$ cat src/rtl/reset_sequencer_pkg.sv
// rst_seq_pkg: shared FSM encoding and width helpers for the reset sequencer and its users.
// Pure declarations, no logic; no latency or backpressure.
package rst_seq_pkg;

  typedef enum logic [2:0] {
    ST_RESET   = 3'd0,
    ST_RELEASE = 3'd1,
    ST_DONE    = 3'd2,
    ST_ASSERT  = 3'd3,
    ST_HOLD    = 3'd4
  } rst_state_t;

  function automatic int cnt_width(input int step_cycles, input int hold_cycles);
    int m;
    m = (step_cycles > hold_cycles) ? step_cycles : hold_cycles;
    return (m <= 1) ? 1 : $clog2(m);
  endfunction

  function automatic int idx_width(input int num_ch);
    return (num_ch <= 1) ? 1 : $clog2(num_ch);
  endfunction

endpackage

$ cat src/rtl/reset_sequencer_if.sv
// reset_sequencer_if: software request, release holds and sequenced reset outputs of one clock domain.
// Level signals only, no handshake and no backpressure.
interface reset_sequencer_if #(
  parameter int NUM_CH = 4
);
  logic              sw_rst_req;
  logic [NUM_CH-1:0] ch_hold;
  logic [NUM_CH-1:0] srst_n;
  logic              rst_done;
  logic              busy;

  modport master (input sw_rst_req, ch_hold, output srst_n, rst_done, busy);
  modport slave  (output sw_rst_req, ch_hold, input srst_n, rst_done, busy);
endinterface

$ cat src/rtl/reset_sync_chain.sv
// reset_sync_chain: async-assert / sync-deassert reset synchroniser, STAGES flops deep.
// Release latency STAGES clk edges, assertion immediate; no backpressure.
module reset_sync_chain #(
  parameter int STAGES = 3
) (
  input  logic clk,
  input  logic arst_n,
  output logic o_sync_rst_n
);
  logic [STAGES-1:0] r_sync;

  always_ff @(posedge clk or negedge arst_n) begin
    if (!arst_n) begin
      r_sync <= '0;
    end else begin
      r_sync <= {r_sync[STAGES-2:0], 1'b1};
    end
  end

  assign o_sync_rst_n = r_sync[STAGES-1];
endmodule

$ cat src/rtl/reset_sequencer.sv
// reset_sequencer: releases NUM_CH resets in order, STEP_CYCLES apart, ch k at edge SYNC_STAGES+1+(k+1)*STEP_CYCLES; no backpressure.
// RSTSEQ_STAGED_ASSERT_EN: software re-reset asserts channels in reverse order STEP_CYCLES apart.
module reset_sequencer
  import rst_seq_pkg::*;
#(
  parameter int SYNC_STAGES    = 3,
  parameter int NUM_CH         = 4,
  parameter int STEP_CYCLES    = 16,
  parameter int SW_HOLD_CYCLES = 8
) (
  input logic               clk,
  input logic               arst_n,
  reset_sequencer_if.master bus
);
  localparam int CW = cnt_width(STEP_CYCLES, SW_HOLD_CYCLES);
  localparam int IW = idx_width(NUM_CH);
  localparam logic [CW-1:0] STEP_TC  = CW'(STEP_CYCLES - 1);
  localparam logic [CW-1:0] HOLD_TC  = CW'(SW_HOLD_CYCLES - 1);
  localparam logic [CW-1:0] CNT_ONE  = CW'(1);
  localparam logic [IW-1:0] IDX_LAST = IW'(NUM_CH - 1);
  localparam logic [IW-1:0] IDX_ONE  = IW'(1);

  rst_state_t        r_state, w_state_nxt;
  logic [CW-1:0]     r_cnt, w_cnt_nxt;
  logic [IW-1:0]     r_idx, w_idx_nxt;
  logic [NUM_CH-1:0] r_srst_n, w_srst_n_nxt;
  logic              r_rst_done, w_rst_done_nxt;
  logic              r_busy;
  logic              w_sync_rst_n;
  logic              w_step_tc, w_hold_tc, w_accept;

  reset_sync_chain #(.STAGES(SYNC_STAGES)) u_sync (
    .clk          (clk),
    .arst_n       (arst_n),
    .o_sync_rst_n (w_sync_rst_n)
  );

  assign w_step_tc = (r_cnt == STEP_TC);
  assign w_hold_tc = (r_cnt == HOLD_TC);
  assign w_accept  = bus.sw_rst_req && ((r_state == ST_RELEASE) || (r_state == ST_DONE));

  always_comb begin
    w_state_nxt    = r_state;
    w_cnt_nxt      = r_cnt;
    w_idx_nxt      = r_idx;
    w_srst_n_nxt   = r_srst_n;
    w_rst_done_nxt = 1'b0;
    case (r_state)
      ST_RESET: begin
        if (w_sync_rst_n) begin
          w_state_nxt = ST_RELEASE;
          w_cnt_nxt   = '0;
          w_idx_nxt   = '0;
        end
      end
      ST_RELEASE: begin
        if (!w_step_tc) begin
          w_cnt_nxt = r_cnt + CNT_ONE;
        end else if (!bus.ch_hold[r_idx]) begin
          w_srst_n_nxt[r_idx] = 1'b1;
          w_cnt_nxt           = '0;
          w_idx_nxt           = r_idx + IDX_ONE;
          if (r_idx == IDX_LAST) w_state_nxt = ST_DONE;
        end
      end
      ST_DONE: w_rst_done_nxt = 1'b1;
      ST_ASSERT: begin
        // idx points at the most recently asserted channel; channel 0 ends the walk
        if (r_idx == '0) begin
          w_state_nxt = ST_HOLD;
          w_cnt_nxt   = '0;
        end else if (!w_step_tc) begin
          w_cnt_nxt = r_cnt + CNT_ONE;
        end else begin
          w_idx_nxt                    = r_idx - IDX_ONE;
          w_srst_n_nxt[r_idx - IDX_ONE] = 1'b0;
          w_cnt_nxt                    = '0;
        end
      end
      ST_HOLD: begin
        if (w_hold_tc) begin
          w_state_nxt = ST_RELEASE;
          w_cnt_nxt   = '0;
          w_idx_nxt   = '0;
        end else begin
          w_cnt_nxt = r_cnt + CNT_ONE;
        end
      end
      default: w_state_nxt = ST_RESET;
    endcase

    // A request overrides any release due on the same edge
    if (w_accept) begin
      w_state_nxt    = ST_ASSERT;
      w_cnt_nxt      = '0;
      w_rst_done_nxt = 1'b0;
`ifdef RSTSEQ_STAGED_ASSERT_EN
      w_idx_nxt                  = IDX_LAST;
      w_srst_n_nxt               = r_srst_n;
      w_srst_n_nxt[NUM_CH-1]     = 1'b0;
`else
      w_idx_nxt                  = '0;
      w_srst_n_nxt               = '0;
`endif
    end
  end

  always_ff @(posedge clk or negedge arst_n) begin
    if (!arst_n) begin
      r_state    <= ST_RESET;
      r_cnt      <= '0;
      r_idx      <= '0;
      r_srst_n   <= '0;
      r_rst_done <= 1'b0;
      r_busy     <= 1'b1;
    end else begin
      r_state    <= w_state_nxt;
      r_cnt      <= w_cnt_nxt;
      r_idx      <= w_idx_nxt;
      r_srst_n   <= w_srst_n_nxt;
      r_rst_done <= w_rst_done_nxt;
      r_busy     <= (w_state_nxt != ST_DONE);
    end
  end

  assign bus.srst_n   = r_srst_n;
  assign bus.rst_done = r_rst_done;
  assign bus.busy     = r_busy;
endmodule
$ cat src/flat_wrapper.sv
// flat-port wrapper written by rule: the top's interface ports become plain ports
module reset_sequencer_flat import rst_seq_pkg::*;
#(
  parameter int SYNC_STAGES    = 3,
  parameter int NUM_CH         = 4,
  parameter int STEP_CYCLES    = 16,
  parameter int SW_HOLD_CYCLES = 8
)
  (clk, arst_n, bus_sw_rst_req, bus_ch_hold, bus_srst_n, bus_rst_done, bus_busy);
  reset_sequencer_if #(.NUM_CH(NUM_CH)) bus_i ();
  input logic clk;
  input logic arst_n;
  input wire logic [$bits(bus_i.sw_rst_req)-1:0] bus_sw_rst_req;
  input wire logic [$bits(bus_i.ch_hold)-1:0] bus_ch_hold;
  output wire logic [$bits(bus_i.srst_n)-1:0] bus_srst_n;
  output wire logic [$bits(bus_i.rst_done)-1:0] bus_rst_done;
  output wire logic [$bits(bus_i.busy)-1:0] bus_busy;
  assign bus_i.sw_rst_req = bus_sw_rst_req;
  assign bus_i.ch_hold = bus_ch_hold;
  assign bus_srst_n = bus_i.srst_n;
  assign bus_rst_done = bus_i.rst_done;
  assign bus_busy = bus_i.busy;
  reset_sequencer #(.SYNC_STAGES(SYNC_STAGES), .NUM_CH(NUM_CH), .STEP_CYCLES(STEP_CYCLES), .SW_HOLD_CYCLES(SW_HOLD_CYCLES)) u_core (.clk(clk), .arst_n(arst_n), .bus(bus_i));
endmodule
$ cat config.mk
export PLATFORM = sky130hd
export DESIGN_NAME = reset_sequencer_flat
export DESIGN_NICKNAME = d
export VERILOG_FILES = /design/src/rtl/reset_sequencer_pkg.sv /design/src/rtl/reset_sequencer_if.sv /design/src/rtl/reset_sync_chain.sv /design/src/rtl/reset_sequencer.sv /design/src/flat_wrapper.sv
export SDC_FILE = /design/constraint.sdc
export NUM_CORES = 1
export LEC_CHECK = 0
export ABC_AREA = 1
export BUFFER_PORTS_ARGS = -buffer_cell sky130_fd_sc_hd__buf_4
export CORE_MARGIN = 10
export CORE_UTILIZATION = 52
export CTS_CLUSTER_SIZE = 12
export DETAILED_ROUTE_END_ITERATION = 10
export GPL_TIMING_DRIVEN = 0
export HOLD_SLACK_MARGIN = 0.1
export PLACE_DENSITY = 0.75
export SYNTH_ARGS = -nofsm -noshare
export SYNTH_HDL_FRONTEND = slang
export SYNTH_HIERARCHICAL = 1
export SYNTH_SLANG_ARGS = --single-unit
$ cat constraint.sdc
create_clock -name clk -period 1.5 [get_ports clk]
set_input_delay 0.075 -clock clk [delete_from_list [all_inputs] [get_ports clk]]
set_output_delay 0.075 -clock clk [all_outputs]
set_load 0.1 [all_outputs]
==> flow_summary_export.csv, run 1 <==
group,metric,value,unit
status,status,"complete, no violations",
clock_tree,cts.clk_slew.worst_paths,0.11,ns
logic_synthesis,postSynthAreaPerCell,8.46,um^2
route,drtPass1Iterations,4,
logic_synthesis,synth_edf_count,0,
floorplan,dieArea,0.00468,mm^2
flow_run,max_cap_violations,0,
final_layout,antenna_cells,0,
route,num_vias,1073,
power,share_seq_of_total_power,0.208,
global_route,antenna_found_initial,0,
logic_synthesis,syn_nets,156,
sta,holdWs,0.163,ns
sta,finalSetupTns,0,ns
clock_tree,clockRootBuffer,"clkbuf_4",
route,drt_iter0_markers,61,
clock_tree,htreeDepth,1,
logic_synthesis,yosys.cell_types.count,29,
global_route,grt_pass1_wl,4660,um
sta,finClkSkew,0.00652,ns
logic_synthesis,synth_seq_cells,18,
worst_setup_path,cp-end-kind,"flop",
logic_synthesis,ys_async_sr_fraction,1.00,
route,drc,0,
logic_synthesis,yosysWarnings,6,
floorplan,num_rows,17,
power,p_clk_frac,0.077,
floorplan,die_h,68.4,um
final_layout,final_cell_mix,"33 x nand2_1, 24 x buf_4, 12 x dfrtp_1, 10 x inv_1, 9 x nand3_1",
floorplan,fp.coreArea,0.00221,mm^2
sta,period_share,0.981,
final_layout,stdcell_count,206,
clock_tree,clockBufferDepth,2,
worst_setup_path,critPathBufInv,1,
power,power,0.00389,W
sta,max_freq,680,MHz
logic_synthesis,dominantRegCellSynth,"dfrtp_1",
final_layout,finalNetCount,191,
global_route,grt_use_total,0.132,
global_route,grt_max_degree,19,
worst_setup_path,path_class,"reg -> reg",
clock_tree,cts.sinks,18,
sta,post-route-min-period,1.47,ns
worst_setup_path,crit_family,"simple AND/OR/NAND/NOR gates",
sta,rsz0062_at_grt,"yes",
worst_hold_path,hp-class,"in -> async",
route,ant_nets,0,
route,viasPerCell,5.21,
placement,gp_congestion,0.847,
power,power_per_cell_area,2390,mW/mm^2
power,peakVddDrop,0.00165,V
worst_setup_path,crit_chain,"ha_2, nand2_4, nor2_4, buf_6, nand2_4, o21ai_4, nand2_4, nand2_1, nand2_1",
final_layout,area_growth,33.5,%
floorplan,fp.dieW,68.4,um
placement,hpwl,1860,um
power,cellLeakagePower,0.800,nW
route,wl_per_cell,14.0,um
global_route,grt_overflow,0,
worst_setup_path,cp_slowest_cell,"dfrtp_1",
worst_setup_path,cp_data_required_time,1.70,ns
power,p_sw,0.00208,W
floorplan,io_pins,13,
logic_synthesis,seq_area_frac_synth,0.371,
power,intPower,0.00181,W
final_layout,drive_gt1_frac,0.461,
final_layout,nFillCells,158,
floorplan,start_util,0.551,
worst_setup_path,startpoint_type,"flop",
worst_setup_path,crit_fanout,5,
clock_tree,numCtsBuffers,3,
logic_synthesis,syn_area,0.00122,mm^2
placement,port_buffers,12,
global_route,grt_pass1_vias,1004,
worst_setup_path,crit_top_cell,"nand2_4",
sta,hold_viol,0,
route,totalWireLength,2880,um
worst_setup_path,slowest_delay,0.39,ns
placement,placedCellCount,184,
final_layout,final_common_cell,"nand2_1",
sta,setup_violations,0,
power,combPwrFrac,0.715,
sta,drv_slew,0,
worst_setup_path,cp.arrival,1.67,ns
power,p_sw_frac,0.535,
clock_tree,tritoncts,"built",
logic_synthesis,syn_inst,144,
clock_tree,insertion_delay,0.30,ns
==> sequential cells by signal (all words and copies together) (netlist names) <==
signal / flops
u_core/bus.srst_n: 4
u_core/r_cnt: 4
u_core/r_state: 3
u_core/u_sync/r_sync: 3
u_core/r_idx: 2
u_core/bus.busy: 1
u_core/bus.rst_done: 1
==> kinds of logic (layout without fill, tap and decap cells) <==
logic type               count (synthesis)  count (layout)  synth area share
AND/OR/NAND/NOR                         85              85             0.398
other                                    1               1           0.00308
XOR/XNOR                                 1               1           0.00719
adder cells (fa/ha/maj)                  5               5            0.0513
AO/OA/AOI/OAI                           16              16             0.101
flip-flops                              18              18             0.371
buffers and inverters                   18              52            0.0688
==> worst reg2reg max path, delay by kind of cell (launching register included) <==
| family | cells | cell delay, ns |
|---|---|---|
| AND/OR/NAND/NOR | 6 | 0.56 |
| adder cells (fa/ha/maj) | 1 | 0.21 |
| buffers and inverters | 1 | 0.13 |
| flip-flops | 1 | 0.39 |
| AO/OA/AOI/OAI | 1 | 0.09 |
==> power by group through the flow <==
stage	Combinational, W	Clock [W]	Sequential (W)
6_report	0.00278	0.000301	0.000809
5_1_grt	0.00304	0.000346	0.000833
4_1_cts	0.00244	0.000310	0.000796
3_5_place_dp	0.00228	0	0.000817
3_3_place_gp	0.00223	0	0.000810
2_1_floorplan	0.00149	0	0.00119
==> metal layers <==
metal | GRT usage | part of all wire | up-vias
li1 | - | - | 536
met1 | 0.157 | 0.43 | 507
met2 | 0.220 | 0.51 | 24
met3 | 0.0392 | 0.049 | 6
met4 | 0.0452 | 0.017 | 0
met5 | 0 | 0 | -
==> path summary, 6_finish.rpt <==
| kind | slack [ns] | start | end | cells after the start |
|---|---|---|---|---|
| max in group asynchronous | 1.07 | arst_n | u_core/bus.busy | 2 |
| hold / removal | 0.16 | arst_n | u_core/r_idx[1] | 2 |
| setup reg to reg | 0.03 | u_core/r_cnt[1] | u_core/bus.srst_n[3] | 9 |
| min in group clk | 0.36 | u_core/u_sync/r_sync[1] | u_core/u_sync/r_sync[2] | 0 |
| hold reg to reg | 0.36 | u_core/u_sync/r_sync[1] | u_core/u_sync/r_sync[2] | 0 |
| setup / recovery | 0.03 | u_core/r_cnt[1] | u_core/bus.srst_n[3] | 9 |
==> layout make-up <==
| cell class | instances | area [um^2] | area share |
|---|---|---|---|
| Multi-Input combinational cell | 108 | 758 | 0.466 |
| Inverter | 17 | 73.8 | 0.0454 |
| Buffer | 1 | 20.0 | 0.0123 |
| Tap cell | 28 | 35.0 | 0.0215 |
| Clock buffer | 4 | 36.3 | 0.0223 |
| Timing Repair Buffer | 30 | 245 | 0.151 |
| Sequential cell | 18 | 458 | 0.282 |
==> per-stage QoR <==
step           instance area [um^2]  worst slack (ns)   util
2_1_floorplan                  1220           0.00948      -
3_3_place_gp                   1350           -0.0844  0.609
3_5_place_dp                   1350            -0.110  0.609
4_1_cts                        1460            0.0145  0.660
5_1_grt                        1630           -0.0806  0.735
6_report                       1630            0.0285  0.735
==> repair_timing <==
item                                    in CTS  in global routing
gates resized for setup                      7                 25
hold buffers                                 2                  0
endpoints found under the setup margin      10                 12
pin swaps                                    2                 15
endpoints found under the hold margin       19                  0
setup buffers                                5                 11
==> Yosys cell counts (2+ instances only) <==
cell | instances | area, um^2
dfrtp_1 | 17 | 425
ha_1 | 5 | 62.6
inv_1 | 12 | 45.0
inv_2 | 5 | 18.8
nand2_1 | 38 | 143
nand2_2 | 5 | 31.3
nand2_4 | 3 | 33.8
nand3_1 | 9 | 45.0
nand3_2 | 6 | 60.1
nand3b_1 | 4 | 30.0
nand4_1 | 5 | 31.3
nor2_1 | 6 | 22.5
nor2_2 | 2 | 12.5
nor2_4 | 4 | 45.0
o211ai_1 | 2 | 15.0
o211ai_2 | 2 | 25.0
o21ai_0 | 5 | 25.0
o21ai_1 | 2 | 10.0
o21ai_2 | 2 | 17.5
Note: power is estimated with default switching activity, not from simulation.
==> run 2: changes to the inputs <==
--- a/config.mk
+++ b/config.mk
@@ -14,6 +14,7 @@
 export GPL_TIMING_DRIVEN = 0
 export HOLD_SLACK_MARGIN = 0.1
 export PLACE_DENSITY = 0.75
+export RECOVER_POWER = 100
 export SYNTH_ARGS = -nofsm -noshare
 export SYNTH_HDL_FRONTEND = slang
 export SYNTH_HIERARCHICAL = 1
==> flow_summary_export.csv, run 2 (same netlist as run 1, synthesis figures left out) <==
group,metric,value,unit
route,drt_iter0_markers,61,
floorplan,start_util,0.551,
clock_tree,clockRootBuffer,"clkbuf_4",
route,totalWireLength,2870,um
sta,rsz0062_at_grt,"yes",
route,wl_per_cell,13.9,um
global_route,grt_pass1_vias,1004,
worst_setup_path,crit_fanout,5,
placement,gp_congestion,0.847,
power,cellLeakagePower,0.796,nW
worst_setup_path,cp.arrival,1.67,ns
clock_tree,numCtsBuffers,3,
final_layout,postLayoutCoreUtil,0.734,
worst_setup_path,cp-end-kind,"flop",
sta,drv_slew,0,
sta,max_freq,679,MHz
placement,placedCellCount,184,
status,status,"complete, no violations",
clock_tree,htreeDepth,1,
worst_setup_path,cp_data_required_time,1.70,ns
sta,finClkSkew,0.00684,ns
worst_hold_path,hold_depth,0,
route,drc,0,
global_route,grt_overflow,0,
final_layout,nFillCells,160,
route,num_vias,1083,
worst_setup_path,crit_top_cell,"nand2_4",
final_layout,register_area,458,um^2
global_route,grt_max_degree,19,
sta,slew_headroom,0.371,
final_layout,final_common_cell,"nand2_1",
floorplan,dieArea,0.00468,mm^2
worst_setup_path,crit_chain,"ha_2, nand2_4, nor2_4, buf_6, nand2_4, o21ai_4, nand2_4, nand2_1, nand2_1",
final_layout,finalNetCount,191,
floorplan,io_pins,13,
clock_tree,cts.clk_slew.worst_paths,0.11,ns
floorplan,fp.dieW,68.4,um
final_layout,multi_input_area,758,um^2
floorplan,fp.coreArea,0.00221,mm^2
worst_setup_path,startpoint_type,"flop",
worst_setup_path,crit_family,"simple AND/OR/NAND/NOR gates",
sta,period_share,0.982,
power,power_per_cell_area,2400,mW/mm^2
route,viasPerCell,5.26,
floorplan,num_rows,17,
power,peakVddDrop,0.00165,V
sta,post-route-min-period,1.47,ns
worst_setup_path,slowest_delay,0.39,ns
worst_setup_path,path_class,"reg -> reg",
worst_setup_path,cp.depth,9,
worst_setup_path,cp_slowest_cell,"dfrtp_1",
final_layout,drive_gt1_frac,0.455,
global_route,antenna_found_initial,0,
final_layout,final_cell_mix,"33 x nand2_1, 23 x buf_4, 12 x dfrtp_1, 10 x inv_1, 9 x nand3_1",
flow_run,max_cap_violations,0,
placement,dpl-instance-area,0.00135,mm^2
power,power,0.00389,W
final_layout,stdcell_area,0.00162,mm^2
placement,port_buffers,12,
sta,setup_violations,0,
sta,finalSetupTns,0,ns
route,ant_nets,0,
worst_setup_path,critPathBufInv,1,
final_layout,area_growth,33.2,%
global_route,grt_use_total,0.132,
worst_hold_path,hp-class,"reg -> reg",
global_route,grt_pass1_wl,4660,um
final_layout,stdcell_count,206,
clock_tree,cts.sinks,18,
clock_tree,tritoncts,"built",
final_layout,antenna_cells,0,
clock_tree,insertion_delay,0.30,ns
sta,tightest_slew,0.943,ns
floorplan,die_h,68.4,um
placement,hpwl,1860,um
clock_tree,clockBufferDepth,2,
sta,hold_viol,0,
worst_setup_path,worstRegToRegCells,9,
route,drtPass1Iterations,4,
==> run 2: cell types whose count changed in the layout (fill, tap and decap cells not counted) <==
| cell | previous run | this run |
|---|---|---|
| buf_4 | 24 | 23 |
| clkbuf_1 | 0 | 1 |
==> run 2: cell type report <==
type / instances / share of cell area
Tap cell: 28 / 0.0216
Buffer: 1 / 0.0123
Inverter: 17 / 0.0455
Timing Repair Buffer: 30 / 0.149
Sequential cell: 18 / 0.282
Multi-Input combinational cell: 108 / 0.467
Clock buffer: 4 / 0.0224
==> run 2: path summary, 6_finish.rpt <==
path                                    startpoint                       to  slack [ns]
setup / recovery                   u_core/r_cnt[1]     u_core/bus.srst_n[3]        0.03
hold / removal             u_core/u_sync/r_sync[1]  u_core/u_sync/r_sync[2]        0.36
setup reg to reg                   u_core/r_cnt[1]     u_core/bus.srst_n[3]        0.03
hold reg to reg            u_core/u_sync/r_sync[1]  u_core/u_sync/r_sync[2]        0.36
max in group asynchronous                   arst_n        u_core/r_state[1]        0.43
min in group asynchronous                   arst_n          u_core/r_idx[1]        0.42
==> run 2: worst reg2reg max path, cell delays in order (launching register included) <==
cell and delay [ns]:
dfrtp_1 0.39, ha_2 0.21, nand2_4 0.08, nor2_4 0.20, buf_6 0.13, nand2_4 0.05, o21ai_4 0.09, nand2_4 0.10
nand2_1 0.08, nand2_1 0.05
==> run 2: stage by stage <==
stage	setup slack [ns]	hold slack (ns)
after floorplan	0.00948	-0.221
after global placement	-0.0844	-0.0470
after detailed placement	-0.110	-0.0436
after CTS	0.0145	0.164
after global routing	-0.0806	0.381
final	0.0264	0.359
==> run 2: timing repair <==
action,CTS,global route
setup endpoints to repair,10,12
gates resized for setup,7,25
pin swaps,2,15
hold endpoints to repair,19,0
hold buffers,2,0
buffers inserted,5,11
==> run 2: power by group <==
part | switching, W | internal [W] | leakage, nW
clock | 0.000152 | 0.000148 | 0.0210
sequential | 0.000154 | 0.000656 | 0.223
combinational | 0.00178 | 0.00100 | 0.553
==> run 2: metal layers <==
layer | up-vias | track usage | share of wire
met5 | - | 0 | 0
met4 | 0 | 0.0452 | 0.020
met3 | 10 | 0.0392 | 0.054
met2 | 30 | 0.220 | 0.50
met1 | 507 | 0.157 | 0.42
li1 | 536 | - | -
==> run 3: changes to the inputs <==
--- a/config.mk
+++ b/config.mk
@@ -8,14 +8,13 @@
 export ABC_AREA = 1
 export BUFFER_PORTS_ARGS = -buffer_cell sky130_fd_sc_hd__buf_4
 export CORE_MARGIN = 10
-export CORE_UTILIZATION = 52
+export CORE_UTILIZATION = 51
 export CTS_CLUSTER_SIZE = 12
 export DETAILED_ROUTE_END_ITERATION = 10
 export GPL_TIMING_DRIVEN = 0
 export HOLD_SLACK_MARGIN = 0.1
-export PLACE_DENSITY = 0.75
+export PLACE_DENSITY_LB_ADDON = 0.15
 export RECOVER_POWER = 100
 export SYNTH_ARGS = -nofsm -noshare
 export SYNTH_HDL_FRONTEND = slang
-export SYNTH_HIERARCHICAL = 1
 export SYNTH_SLANG_ARGS = --single-unit
==> flow_summary_export.csv, run 3 <==
group,metric,value,unit
worst_setup_path,cp_slowest_cell,"dfrtp_1",
final_layout,finalNetCount,202,
worst_setup_path,r2r_slack,0.03,ns
flow_run,max_cap_violations,0,
floorplan,num_rows,17,
clock_tree,numCtsBuffers,3,
final_layout,multi_input_area,723,um^2
final_layout,area_growth,29.3,%
logic_synthesis,dominantRegCellSynth,"dfrtp_1",
sta,rsz0062_at_grt,"yes",
worst_setup_path,startpoint_type,"flop",
worst_setup_path,slowest_delay,0.39,ns
worst_setup_path,crit_family,"flip-flops",
global_route,grt_pass1_wl,4690,um
sta,max_freq,679,MHz
sta,tightest_slew,1.00,ns
logic_synthesis,yosysWarnings,0,
worst_hold_path,hp-class,"in -> reg",
final_layout,nFillCells,184,
final_layout,stdcell_count,217,
worst_setup_path,r2r-end,"u_core.bus.srst_n[3]",
route,totalWireLength,2920,um
worst_setup_path,cp.arrival,1.68,ns
sta,finClkSkew,0.000858,ns
clock_tree,clockBufferDepth,2,
final_layout,final_common_cell,"nand2_1",
worst_setup_path,cp.depth,9,
logic_synthesis,syn_area,0.00120,mm^2
floorplan,dieArea,0.00471,mm^2
clock_tree,clockRootBuffer,"clkbuf_4",
logic_synthesis,seq_area_frac_synth,0.375,
clock_tree,tritoncts,"built",
sta,period_share,0.982,
worst_setup_path,crit_chain,"ha_2, nand2_2, inv_2, nand2_4, o21ai_4, buf_12, nand3_4, nand2_1, nand2_1",
route,wl_per_cell,13.4,um
global_route,grt_overflow,0,
route,drt_iter0_markers,75,
logic_synthesis,syn_nets,173,
worst_setup_path,crit_start,"u_core.r_cnt[1]",
clock_tree,cts.sinks,18,
power,power_per_cell_area,2260,mW/mm^2
worst_setup_path,worstRegToRegCells,9,
logic_synthesis,synthTopCellsByCount,"41 x nand2_1, 20 x inv_1, 19 x nor2_1, 17 x dfrtp_1, 13 x nand3_1",
status,status,"complete, no violations",
logic_synthesis,postSynthAreaPerCell,7.48,um^2
sta,post-route-min-period,1.47,ns
route,viasPerCell,5.21,
clock_tree,insertion_delay,0.30,ns
floorplan,io_pins,13,
route,ant_nets,0,
worst_hold_path,hold_depth,6,
worst_setup_path,crit_top_cell,"nand2_1",
sta,drv_slew,0,
power,cellLeakagePower,0.834,nW
final_layout,drive_gt1_frac,0.354,
sta,hold_viol,0,
floorplan,fp.coreArea,0.00223,mm^2
worst_setup_path,path_class,"reg -> reg",
placement,hpwl,2010,um
final_layout,register_area,460,um^2
global_route,grt_max_degree,19,
worst_setup_path,cp_data_required_time,1.71,ns
logic_synthesis,yosysTopAreaCellShare,0.353,
global_route,grt_pass1_vias,1091,
logic_synthesis,synth_top_cell_by_area,"dfrtp_1",
worst_setup_path,crit_fanout,5,
final_layout,final_cell_mix,"39 x nand2_1, 20 x buf_4, 18 x inv_1, 18 x nor2_1, 12 x nand3_1",
logic_synthesis,synthTopCellsByArea,"dfrtp_1 35%, nand2_1 13%, inv_1 6.2%, nor2_1 5.9%, nand3_1 5.4%",
placement,gp_congestion,0.875,
route,num_vias,1131,
placement,placedCellCount,201,
clock_tree,htreeDepth,1,
global_route,grt_use_total,0.127,
route,drc,0,
floorplan,fp.dieW,68.6,um
worst_hold_path,hp-start,"bus_ch_hold[2]",
final_layout,antenna_cells,0,
clock_tree,cts.clk_slew.worst_paths,0.11,ns
route,drtPass1Iterations,4,
logic_synthesis,synth_edf_count,0,
placement,port_buffers,12,
logic_synthesis,synth.most_common_cell,"nand2_1",
logic_synthesis,ys_async_sr_fraction,1.00,
worst_setup_path,r2r_start,"u_core.r_cnt[1]",
power,peakVddDrop,0.00154,V
sta,setup_violations,0,
floorplan,start_util,0.539,
global_route,antenna_found_initial,0,
worst_hold_path,hold_path_end,"u_core.r_state[1]",
logic_synthesis,synth_seq_cells,18,
worst_setup_path,critPathBufInv,2,
sta,slew_headroom,0.333,
logic_synthesis,yosys.cell_types.count,26,
final_layout,postLayoutCoreUtil,0.697,
sta,finalSetupTns,0,ns
floorplan,die_h,68.6,um
logic_synthesis,syn_inst,161,
worst_setup_path,cp-end-kind,"flop",
-- run 3: cell count changes after synthesis, sizes merged --
cell    delta
a21oi      +1
o21ai      +2
nand4      +1
nand2      -2
nand3b     -4
nand3      +4
or2        -1
inv        +9
o21a       -1
nor2      +12
o211ai     -3
o22ai      -1
-- run 3: stage by stage --
stage	hold slack [ns]	worst slack (ns)	total power, W	cell area [um^2]
after floorplan	-0.221	0.101	0.00243	1210
after global placement	-0.0448	-0.0340	0.00278	1340
after detailed placement	-0.0388	-0.0499	0.00283	1340
after CTS	0.175	0.00569	0.00318	1410
after global routing	0.372	-0.103	0.00380	1560
final	0.335	0.0268	0.00353	1560
-- run 3: report_power, final --
group	switching (W)	internal, W
Sequential	0.000155	0.000657
Combinational	0.00162	0.000827
Clock	0.000167	0.000104
Total	0.00194	0.00159
-- run 3: worst reg2reg max path, cell delays in order, from the launching register on --
cell	delay [ns]
dfrtp_1	0.39
ha_2	0.20
nand2_2	0.07
inv_2	0.09
nand2_4	0.09
o21ai_4	0.21
buf_12	0.14
nand3_4	0.07
nand2_1	0.08
nand2_1	0.04
-- run 3: worst max-delay path by stage --
stage | to | slack (ns)
finish | u_core.bus.srst_n[3] | 0.03
global route | u_core.r_cnt[3] | -0.10
CTS | u_core.bus.srst_n[0] | 0.006
detailed placement | u_core.r_idx[1] | -0.05
global placement | u_core.r_idx[0] | -0.03
floorplan | u_core.r_idx[0] | 0.10
-- run 3: metal layers --
metal  track usage  part of all wire  vias up
met2         0.204              0.50       17
met4        0.0402            0.0099        0
met5             0                 0        -
li1              -                 -      562
met3        0.0419             0.042        4
met1         0.156              0.45      548
-- run 3: cell type report --
cell class                      instances  share of cell area
Buffer                                  1             0.00723
Clock buffer                            4              0.0169
Inverter                               26              0.0691
Multi-Input combinational cell        116               0.464
Sequential cell                        18               0.296
Tap cell                               28              0.0225
Timing Repair Buffer                   24               0.124
-- run 3: cell families (layout without fill, tap and decap cells) --
kind of cell	Yosys count	in the layout	synth area share
and+or+nand+nor	95	95	0.391
buffers and inverters	27	55	0.0924
DFF	18	18	0.375
AOI/OAI and AO/OA	14	14	0.0789
adders and majority gates	5	5	0.0519
other	1	1	0.00311
xor gates and xnor gates	1	1	0.00727
-- run 3: timing repair --
item,CTS,global route
endpoints found under the hold margin,19,0
pin swaps,2,12
buffers inserted,2,8
setup endpoints to repair,9,12
hold buffers,2,0
gates resized for setup,2,23
